### src/rtl/hazard_ctrl_if.sv
`default_nettype none
// +----------------------------------------------------------------------+
// | hazard_ctrl_if : decode/EX hazard signals and stall/flush controls   |
// | Revision 1.0                                                         |
// +----------------------------------------------------------------------+
interface hazard_ctrl_if #(
   parameter int CNT_W = 16
);
   logic [31:0]      dec_ins;
   logic             ex_valid;
   logic             ex_is_load;
   logic [4:0]       ex_rd;
   logic             br_taken;
   logic             md_done;
   logic             md_start;
   logic             pc_stall;
   logic             fd_stall;
   logic             dec_flush;
   logic             ex_bubble;
   logic [CNT_W-1:0] stall_cnt;
   logic [CNT_W-1:0] flush_cnt;

   modport master (
      output dec_ins, ex_valid, ex_is_load, ex_rd, br_taken, md_done,
      input  md_start, pc_stall, fd_stall, dec_flush, ex_bubble, stall_cnt, flush_cnt
   );

   modport slave (
      input  dec_ins, ex_valid, ex_is_load, ex_rd, br_taken, md_done,
      output md_start, pc_stall, fd_stall, dec_flush, ex_bubble, stall_cnt, flush_cnt
   );
endinterface
`default_nettype wire

### src/rtl/hazard_ctrl.sv
`default_nettype none
// +----------------------------------------------------------------------+
// | hazard_ctrl : load-use / branch / mul-div hazard sequencer for RV32  |
// | Revision 1.0                                                         |
// +----------------------------------------------------------------------+
module hazard_ctrl #(
   parameter int FLUSH_CYC = 1,
   parameter int CNT_W     = 16
) (
   input wire           clk,
   input wire           rst,
   hazard_ctrl_if.slave bus
);
   localparam logic [6:0]       c_OP_LUI   = 7'b0110111;
   localparam logic [6:0]       c_OP_AUIPC = 7'b0010111;
   localparam logic [6:0]       c_OP_JAL   = 7'b1101111;
   localparam logic [6:0]       c_OP_R     = 7'b0110011;
   localparam logic [6:0]       c_OP_S     = 7'b0100011;
   localparam logic [6:0]       c_OP_B     = 7'b1100011;
   localparam logic [6:0]       c_F7_MD    = 7'b0000001;
   localparam logic [2:0]       c_FLUSH_RELOAD = 3'(FLUSH_CYC - 1);
   localparam logic [CNT_W-1:0] c_CNT_MAX  = '1;
   localparam logic [CNT_W-1:0] c_CNT_ONE  = {{(CNT_W-1){1'b0}}, 1'b1};

   typedef enum logic [1:0] {
      S_RUN     = 2'd0,
      S_FLUSH   = 2'd1,
      S_MD_WAIT = 2'd2,
      S_MD_DONE = 2'd3
   } t_state;

   t_state           r_state;
   t_state           w_state_nxt;
   logic [2:0]       r_fcnt;
   logic [2:0]       w_fcnt_nxt;
   logic [CNT_W-1:0] r_stall_cnt;
   logic [CNT_W-1:0] r_flush_cnt;

   logic [6:0] w_opcode;
   logic [4:0] w_rs1;
   logic [4:0] w_rs2;
   logic       w_use_rs1;
   logic       w_use_rs2;
   logic       w_load_use;
   logic       w_muldiv;
   logic       w_unused;

   logic w_md_start;
   logic w_pc_stall;
   logic w_fd_stall;
   logic w_dec_flush;
   logic w_ex_bubble;
   logic w_flush_evt;

   assign w_opcode = bus.dec_ins[6:0];
   assign w_rs1    = bus.dec_ins[19:15];
   assign w_rs2    = bus.dec_ins[24:20];
   assign w_unused = ^bus.dec_ins[14:7];

   assign w_use_rs1 = (w_opcode != c_OP_LUI) && (w_opcode != c_OP_AUIPC) && (w_opcode != c_OP_JAL);
   assign w_use_rs2 = (w_opcode == c_OP_R) || (w_opcode == c_OP_S) || (w_opcode == c_OP_B);
   assign w_muldiv  = (w_opcode == c_OP_R) && (bus.dec_ins[31:25] == c_F7_MD);

   // ex_rd != 0 also covers the "x0 source never hazards" rule
   assign w_load_use = bus.ex_valid && bus.ex_is_load && (bus.ex_rd != 5'd0) &&
                       ((w_use_rs1 && (w_rs1 == bus.ex_rd)) ||
                        (w_use_rs2 && (w_rs2 == bus.ex_rd)));

   always_ff @(posedge clk) begin
      if (!rst) begin
         r_state     <= S_RUN;
         r_fcnt      <= 3'd0;
         r_stall_cnt <= '0;
         r_flush_cnt <= '0;
      end else begin
         r_state <= w_state_nxt;
         r_fcnt  <= w_fcnt_nxt;
         if (w_pc_stall && (r_stall_cnt != c_CNT_MAX))
            r_stall_cnt <= r_stall_cnt + c_CNT_ONE;
         if (w_flush_evt && (r_flush_cnt != c_CNT_MAX))
            r_flush_cnt <= r_flush_cnt + c_CNT_ONE;
      end
   end

   always_comb begin
      w_state_nxt = r_state;
      w_fcnt_nxt  = r_fcnt;
      w_md_start  = 1'b0;
      w_pc_stall  = 1'b0;
      w_fd_stall  = 1'b0;
      w_dec_flush = 1'b0;
      w_ex_bubble = 1'b0;
      w_flush_evt = 1'b0;
      if (rst) begin
         case (r_state)
            S_RUN: begin
               if (bus.br_taken) begin
                  w_dec_flush = 1'b1;
                  w_ex_bubble = 1'b1;
                  w_flush_evt = 1'b1;
                  if (FLUSH_CYC > 1) begin
                     w_state_nxt = S_FLUSH;
                     w_fcnt_nxt  = c_FLUSH_RELOAD;
                  end
               end else if (w_load_use) begin
                  w_pc_stall  = 1'b1;
                  w_fd_stall  = 1'b1;
                  w_ex_bubble = 1'b1;
               end else if (w_muldiv) begin
                  w_md_start  = 1'b1;
                  w_pc_stall  = 1'b1;
                  w_fd_stall  = 1'b1;
                  w_ex_bubble = 1'b1;
                  w_state_nxt = S_MD_WAIT;
               end
            end
            S_FLUSH: begin
               w_dec_flush = 1'b1;
               w_ex_bubble = 1'b1;
               if (bus.br_taken) begin
                  w_flush_evt = 1'b1;
                  w_fcnt_nxt  = c_FLUSH_RELOAD;
               end else if (r_fcnt <= 3'd1) begin
                  w_fcnt_nxt  = 3'd0;
                  w_state_nxt = S_RUN;
               end else begin
                  w_fcnt_nxt = r_fcnt - 3'd1;
               end
            end
            S_MD_WAIT: begin
               w_pc_stall  = 1'b1;
               w_fd_stall  = 1'b1;
               w_ex_bubble = 1'b1;
               if (bus.md_done)
                  w_state_nxt = S_MD_DONE;
            end
            // one free cycle lets the mul/div instruction leave decode without relaunching
            default: begin
               w_state_nxt = S_RUN;
            end
         endcase
      end
   end

   assign bus.md_start  = w_md_start;
   assign bus.pc_stall  = w_pc_stall;
   assign bus.fd_stall  = w_fd_stall;
   assign bus.dec_flush = w_dec_flush;
   assign bus.ex_bubble = w_ex_bubble;
   assign bus.stall_cnt = r_stall_cnt;
   assign bus.flush_cnt = r_flush_cnt;
endmodule
`default_nettype wire

### src/flat_wrapper.sv
// flat-port wrapper written by rule: the top's interface ports become plain ports
module hazard_ctrl_flat 
#(
   parameter int FLUSH_CYC = 1,
   parameter int CNT_W     = 16
)
  (clk, rst, bus_dec_ins, bus_ex_valid, bus_ex_is_load, bus_ex_rd, bus_br_taken, bus_md_done, bus_md_start, bus_pc_stall, bus_fd_stall, bus_dec_flush, bus_ex_bubble, bus_stall_cnt, bus_flush_cnt);
  hazard_ctrl_if #(.CNT_W(CNT_W)) bus_i ();
  input wire clk;
  input wire rst;
  input wire logic [$bits(bus_i.dec_ins)-1:0] bus_dec_ins;
  input wire logic [$bits(bus_i.ex_valid)-1:0] bus_ex_valid;
  input wire logic [$bits(bus_i.ex_is_load)-1:0] bus_ex_is_load;
  input wire logic [$bits(bus_i.ex_rd)-1:0] bus_ex_rd;
  input wire logic [$bits(bus_i.br_taken)-1:0] bus_br_taken;
  input wire logic [$bits(bus_i.md_done)-1:0] bus_md_done;
  output wire logic [$bits(bus_i.md_start)-1:0] bus_md_start;
  output wire logic [$bits(bus_i.pc_stall)-1:0] bus_pc_stall;
  output wire logic [$bits(bus_i.fd_stall)-1:0] bus_fd_stall;
  output wire logic [$bits(bus_i.dec_flush)-1:0] bus_dec_flush;
  output wire logic [$bits(bus_i.ex_bubble)-1:0] bus_ex_bubble;
  output wire logic [$bits(bus_i.stall_cnt)-1:0] bus_stall_cnt;
  output wire logic [$bits(bus_i.flush_cnt)-1:0] bus_flush_cnt;
  assign bus_i.dec_ins = bus_dec_ins;
  assign bus_i.ex_valid = bus_ex_valid;
  assign bus_i.ex_is_load = bus_ex_is_load;
  assign bus_i.ex_rd = bus_ex_rd;
  assign bus_i.br_taken = bus_br_taken;
  assign bus_i.md_done = bus_md_done;
  assign bus_md_start = bus_i.md_start;
  assign bus_pc_stall = bus_i.pc_stall;
  assign bus_fd_stall = bus_i.fd_stall;
  assign bus_dec_flush = bus_i.dec_flush;
  assign bus_ex_bubble = bus_i.ex_bubble;
  assign bus_stall_cnt = bus_i.stall_cnt;
  assign bus_flush_cnt = bus_i.flush_cnt;
  hazard_ctrl #(.FLUSH_CYC(FLUSH_CYC), .CNT_W(CNT_W)) u_core (.clk(clk), .rst(rst), .bus(bus_i));
endmodule
### config.mk
export PLATFORM = sky130hd
export DESIGN_NAME = hazard_ctrl_flat
export DESIGN_NICKNAME = d
export VERILOG_FILES = /design/src/rtl/hazard_ctrl_if.sv /design/src/rtl/hazard_ctrl.sv /design/src/flat_wrapper.sv
export SDC_FILE = /design/constraint.sdc
export NUM_CORES = 1
export LEC_CHECK = 0
export CORE_MARGIN = 2
export CORE_UTILIZATION = 44
export CTS_CLUSTER_SIZE = 28
export DETAILED_ROUTE_END_ITERATION = 7
export GPL_ROUTABILITY_DRIVEN = 0
export PLACE_DENSITY = 0.8
export SLEW_MARGIN = 20
export SYNTH_ARGS = -nofsm -noshare
export SYNTH_HDL_FRONTEND = slang
export SYNTH_SLANG_ARGS = --single-unit
### constraint.sdc
create_clock -name clk -period 2.55 [get_ports clk]
set_clock_uncertainty 0.15 [all_clocks]
set_input_delay 0.3825 -clock clk [delete_from_list [all_inputs] [get_ports clk]]
set_output_delay 0.3825 -clock clk [all_outputs]
set_load 0.03 [all_outputs]
[Word level (Yosys, flattened, before mapping)]
Index checks and enable logic that the tools add are counted.
Word-level totals
  flip-flop bits (word level): 37
  input bits: 43
  output and inout bits: 37
  logic and storage cells: 71
Cells by class
  add/sub/neg operators: 3
  order comparisons: 1
  equal/unequal tests: 19
  muxes and demuxes: 26
  reductions and logical operators: 18
Operators with widths (number)
  $add A16 B1 Y16 const B: 2
  $ne A16 B16 Y1 const B: 2
  $eq A7 B6 Y1 const B: 2
  $mux W1: 14
  $mux W2: 6
  $eq A5 B5 Y1: 2
  $logic_and A1 B1 Y1: 10
  $ne A2 B2 Y1 const B: 4
  $eq A7 B1 Y1 const B: 1
  $eq A7 B7 Y1 const B: 1
  $ne A7 B5 Y1 const B: 1
  $ne A7 B6 Y1 const B: 1
  $ne A7 B7 Y1 const B: 1
  $mux W3: 2
  $pmux W1 S2: 3
  $pmux W2 S3: 1
  $reduce_and A6 Y1: 1
  $reduce_bool A5 Y1: 1
  $ne A2 B1 Y1 const B: 2
  $reduce_or A2 Y1: 2
  $le A3 B1 Y1 const B: 1
  $logic_or A1 B1 Y1: 3
  $sub A3 B1 Y3 const B: 1
  $eq A2 B1 Y1 const B: 1
  2 further kinds: 2

[Logic depth before layout (Yosys ltp)]
  word-level depth: 11
  depth in mapped cells: 9
  gate-level depth less buffers: 8

[Least setup slack after synthesis]
OpenSTA, ideal clock, no wires.
  path kind: input to output
  start point: input bus_dec_ins[28]
  end point: output bus_ex_bubble
  arrival: 2.625 ns
  data required time: 2.017 ns
  slack: -0.607 ns
  stages on the path: 4
  path buffers: 0
  cells stage by stage: or3_1 > nor3_1 > nor3_1 > a2111oi_0
On the way
  longest elaborated chain between the ends: 7
RTL lines
  start: declaration: RTL line flat_wrapper.sv:11  | input wire logic [$bits(bus_i.dec_ins)-1:0] bus_dec_ins;
  $eq A7 B1 Y1: RTL line hazard_ctrl.sv:62  | assign w_muldiv = (w_opcode == c_OP_R) && (bus.dec_ins[31:25] == c_F7_MD);
  $logic_and A1 B1 Y1: RTL line hazard_ctrl.sv:62
  $mux W1: RTL line hazard_ctrl.sv:109  | end else if (w_muldiv) begin
  $mux W1: RTL line hazard_ctrl.sv:105  | end else if (w_load_use) begin
  $mux W1: RTL line hazard_ctrl.sv:97  | if (bus.br_taken) begin
  $pmux W1 S2: RTL line hazard_ctrl.sv:95  | case (r_state)
  $mux W1: RTL line hazard_ctrl.sv:94  | if (rst) begin
  end: declaration: RTL line flat_wrapper.sv:21  | output wire logic [$bits(bus_i.ex_bubble)-1:0] bus_ex_bubble;
No other way between the ends.

[Worst setup path after layout]
  start point: input bus_ex_rd[0]
  end point: output bus_md_start
On the way
  longest elaborated chain between the ends: 8
  elaborated cells between the ends (all ways): 12
  those cells by class: eq/ne (2); mux (4); reduce/logical (6)
RTL lines
  start: declaration: RTL line flat_wrapper.sv:14  | input wire logic [$bits(bus_i.ex_rd)-1:0] bus_ex_rd;
  $eq A5 B5 Y1, on equally long branches: RTL line hazard_ctrl.sv:66, hazard_ctrl.sv:67
  $logic_and A1 B1 Y1, on equally long branches: RTL line hazard_ctrl.sv:66, hazard_ctrl.sv:67
  $logic_or A1 B1 Y1: RTL line hazard_ctrl.sv:66  | ((w_use_rs1 && (w_rs1 == bus.ex_rd)) ||
  $logic_and A1 B1 Y1 *: RTL line hazard_ctrl.sv:65  | assign w_load_use = bus.ex_valid && bus.ex_is_load && (bus.ex_rd != 5'd0) &&
  $mux W1 *: RTL line hazard_ctrl.sv:105
  $mux W1 *: RTL line hazard_ctrl.sv:97
  $mux W1 *: RTL line hazard_ctrl.sv:95
  $mux W1 *: RTL line hazard_ctrl.sv:94
  end: declaration: RTL line flat_wrapper.sv:17  | output wire logic [$bits(bus_i.md_start)-1:0] bus_md_start;
Mark *: on every way between the ends. The rest lies on a longest branch, timed or not.

==> results.json <==
{
  "whs_ns": 0.350,
  "p_sw_frac": 0.247,
  "crit_family": "simple AND/OR/NAND/NOR gates",
  "intPower_uw": 859,
  "cts_max_path_buffers": 2,
  "insertion_delay_ns": 0.29,
  "routedWlPerCell_um": 14.1,
  "drt_iter0_markers": 113,
  "avgViaCountPerCell": 5.52,
  "multiInputGateArea_um2": 1440,
  "grt_usage": 0.213,
  "rows": 25,
  "stdcell_count": 432,
  "ys_ff_latch": 37,
  "rr_worst_depth": 8,
  "holdPathStages": 2,
  "synth_edf_count": 0,
  "status": "finished, final reports clean",
  "numCtsBuffers": 5,
  "tightest_slew_ns": 0.389,
  "fmax_ghz": 0.393,
  "hold_buffers": 0,
  "grt_overflow_total": 0,
  "synth_area_per_cell_um2": 8.18,
  "end_kind": "output port",
  "synth_cell_types": 48,
  "reg2reg_from": "u_core.bus.stall_cnt[8]",
  "slowest_delay_ns": 0.54,
  "dieWidth_um": 73.9,
  "start_util": 0.456,
  "share_clk_of_total_power": 0.350,
  "reg2reg_to": "u_core.bus.stall_cnt[8]",
  "cts_root_buf": "clkbuf_8",
  "worstHoldStart": "u_core.bus.stall_cnt[15]",
  "seqCellArea_um2": 741,
  "coreArea_um2": 4720,
  "finalHoldViolations": 0,
  "drv_cap": 0,
  "vdd_drop_max_mv": 0.290,
  "cp_max_fo": 2,
  "cpMostUsedCell": "buf_6",
  "grt_pass1_vias": 2111,
  "drv_slew": 0,
  "finalCriticalPeriod_ns": 2.55,
  "post-route-drc-count": 0,
  "fin_area_um2": 3340,
  "worstPathRequired_ns": 2.02,
  "synth-main-ff-cell": "dfxtp_1",
  "fin_crit_sh": 0.998,
  "combPwrFrac": 0.137,
  "die_h_um": 73.9,
  "portBuffers": 71,
  "diodes": 0,
  "grt_max_degree": 24,
  "sequentialPowerShare": 0.513,
  "drtPass1Iterations": 4,
  "hp-class": "reg2reg",
  "yosys_warnings": 0,
  "dp_hpwl_um": 4330,
  "syn2layout_area_growth_pct": 55.1,
  "synth_seq_area_share": 0.344,
  "drive_above_1_share": 0.197,
  "antenna_found_initial": 0,
  "rrSetupSlack_ns": 0.16,
  "p_sw_uw": 281,
  "power.density_nw_per_um2": 341,
  "crit_path_cell_trace": "buf_6 > or4_4 > nor2_4 > buf_6 > nor4_4 > buf_4 > or3b_4 > nor2_4 > buf_6",
  "slew_headroom": 0.739,
  "clkSlewWorstSetupHoldPaths_ns": 0.07,
  "ant_nets": 0,
  "grt_setup_unrepaired": "yes",
  "vias": 2383,
  "io_pins": 80,
  "postRouteWirelength_um": 6070,
  "place_inst": 419,
  "cts_sinks": 37,
  "grt_pass1_wl_um": 9230,
  "whs_endpoint": "u_core.bus.stall_cnt[15]",
  "crit_buf_inv": 4,
  "synth_area_um2": 2150,
  "syn_nets": 314,
  "crit_type": "in2out",
  "cp-start-kind": "input pin",
  "syn_inst": 263,
  "setup_viol": 0,
  "async_reset_ff_frac": 0,
  "worstPathArrival_ns": 2.01,
  "fillerInstances": 371,
  "htree_num_levels": 2,
  "num-nets-final": 415,
  "leakagePower_uw": 0.00125,
  "dieArea_um2": 5470,
  "placedInstanceArea_um2": 3120,
  "critPathSlowestCell": "or4_4",
  "layout_common_cells": "clkdlybuf4s50_1, dfxtp_1, buf_4, nor2_1, nand2_1",
  "cts_tree": "built"
}
-- cell type report --
| type | instances | share of cell area |
|---|---|---|
| timing repair buffer | 103 | 0.286 |
| tap | 67 | 0.0251 |
| clock buffer | 8 | 0.0240 |
| multi-input combinational | 207 | 0.432 |
| sequential | 37 | 0.222 |
| inverter | 10 | 0.0112 |
-- cells by family (layout without fill, tap and decap cells) --
logic type / count (synthesis) / count (layout) / synth area share
AO/OA/AOI/OAI: 56 / 56 / 0.170
XOR/XNOR: 17 / 17 / 0.0692
buffers and inverters: 19 / 121 / 0.0395
flip-flops: 37 / 37 / 0.344
multiplexers: 4 / 4 / 0.0192
adder cells (fa/ha/maj): 8 / 8 / 0.0465
AND/OR/NAND/NOR: 122 / 122 / 0.311
-- per-stage QoR --
step                      setup TNS [ns]  worst slack, ns   util  power (µW)
after floorplan                   -0.354           -0.210      -         655
after global placement             -8.55           -0.642  0.660         749
after detailed placement           -9.57           -0.760  0.660         752
after CTS                         -0.108          -0.0681  0.688        1140
after global routing              -0.427          -0.0744  0.707        1180
final                                  0          0.00420  0.707        1140
-- synth_stat cells (2+ instances only) --
master | instances | area share
nand2_1 | 23 | 0.040
a211o_1 | 2 | 0.0081
nand4_1 | 7 | 0.020
ha_1 | 8 | 0.047
xor2_1 | 8 | 0.033
o21a_1 | 2 | 0.0070
or4_1 | 8 | 0.028
o21ai_0 | 14 | 0.033
o31ai_1 | 9 | 0.031
dfxtp_1 | 37 | 0.34
nor3_1 | 5 | 0.012
nand3_1 | 20 | 0.047
nand2b_1 | 2 | 0.0058
a21oi_1 | 12 | 0.028
nor2_1 | 26 | 0.045
inv_1 | 10 | 0.017
nor3b_1 | 2 | 0.0070
or3b_2 | 2 | 0.0081
buf_2 | 2 | 0.0047
and4_1 | 3 | 0.012
o22ai_1 | 2 | 0.0058
nor4_1 | 2 | 0.0058
or3_1 | 4 | 0.012
and3_1 | 6 | 0.017
clkbuf_1 | 5 | 0.0087
nand3b_1 | 3 | 0.010
and4_4 | 2 | 0.010
o211ai_1 | 6 | 0.021
xnor2_1 | 9 | 0.037
and2_1 | 2 | 0.0058
mux2i_1 | 3 | 0.014
-- timing repair --
action                     in CTS  in global routing
setup endpoints to repair      19                 10
cloned                          0                  1
gates resized for setup        78                 13
pin swaps                      26                 16
buffers inserted                2                  2
-- how the worst max path moves through the flow --
stage,from,endpoint,slack (ns),depth (start not counted)
after floorplan,bus_dec_ins[28],bus_ex_bubble,-0.21,4
after global placement,bus_ex_rd[2],bus_fd_stall,-0.64,8
after detailed placement,bus_ex_rd[2],bus_fd_stall,-0.76,8
after CTS,bus_ex_rd[3],bus_md_start,-0.07,9
after global routing,bus_dec_ins[17],bus_ex_bubble,-0.07,9
final,bus_ex_rd[0],bus_md_start,0.004,9
-- worst reg2reg max path, cell delays in order (launching register included) --
cell     delay (ns)
dfxtp_1        0.35
and4_1         0.21
and2_4         0.17
and4_4         0.19
and4_4         0.17
a211o_1        0.31
buf_12         0.15
or4_1          0.47
a21oi_1        0.14
-- per-layer routing --
metal | global-route usage | vias to the layer above | part of all wire | wire length (µm)
met3 | 0.0474 | 6 | 0.072 | 436
met1 | 0.262 | 1126 | 0.44 | 2670
li1 | - | 1174 | - | -
met5 | 0 | - | 0 | 0
met2 | 0.368 | 77 | 0.48 | 2900
met4 | 0.0707 | 0 | 0.012 | 70
-- registers in the layout, summed over array words and instances (netlist names) --
register	count
u_core.bus.flush_cnt	16
u_core.r_fcnt	3
u_core.bus.stall_cnt	16
u_core.r_state	2
-- power groups by stage --
| stage | clock [µW] | combinational, µW | sequential, µW |
|---|---|---|---|
| floorplan | 0 | 50.4 | 604 |
| global placement | 0 | 151 | 598 |
| detailed placement | 0 | 154 | 598 |
| CTS | 405 | 149 | 585 |
| global route | 429 | 166 | 585 |
| finish | 399 | 156 | 585 |
Power figures use the tool's default switching activity.
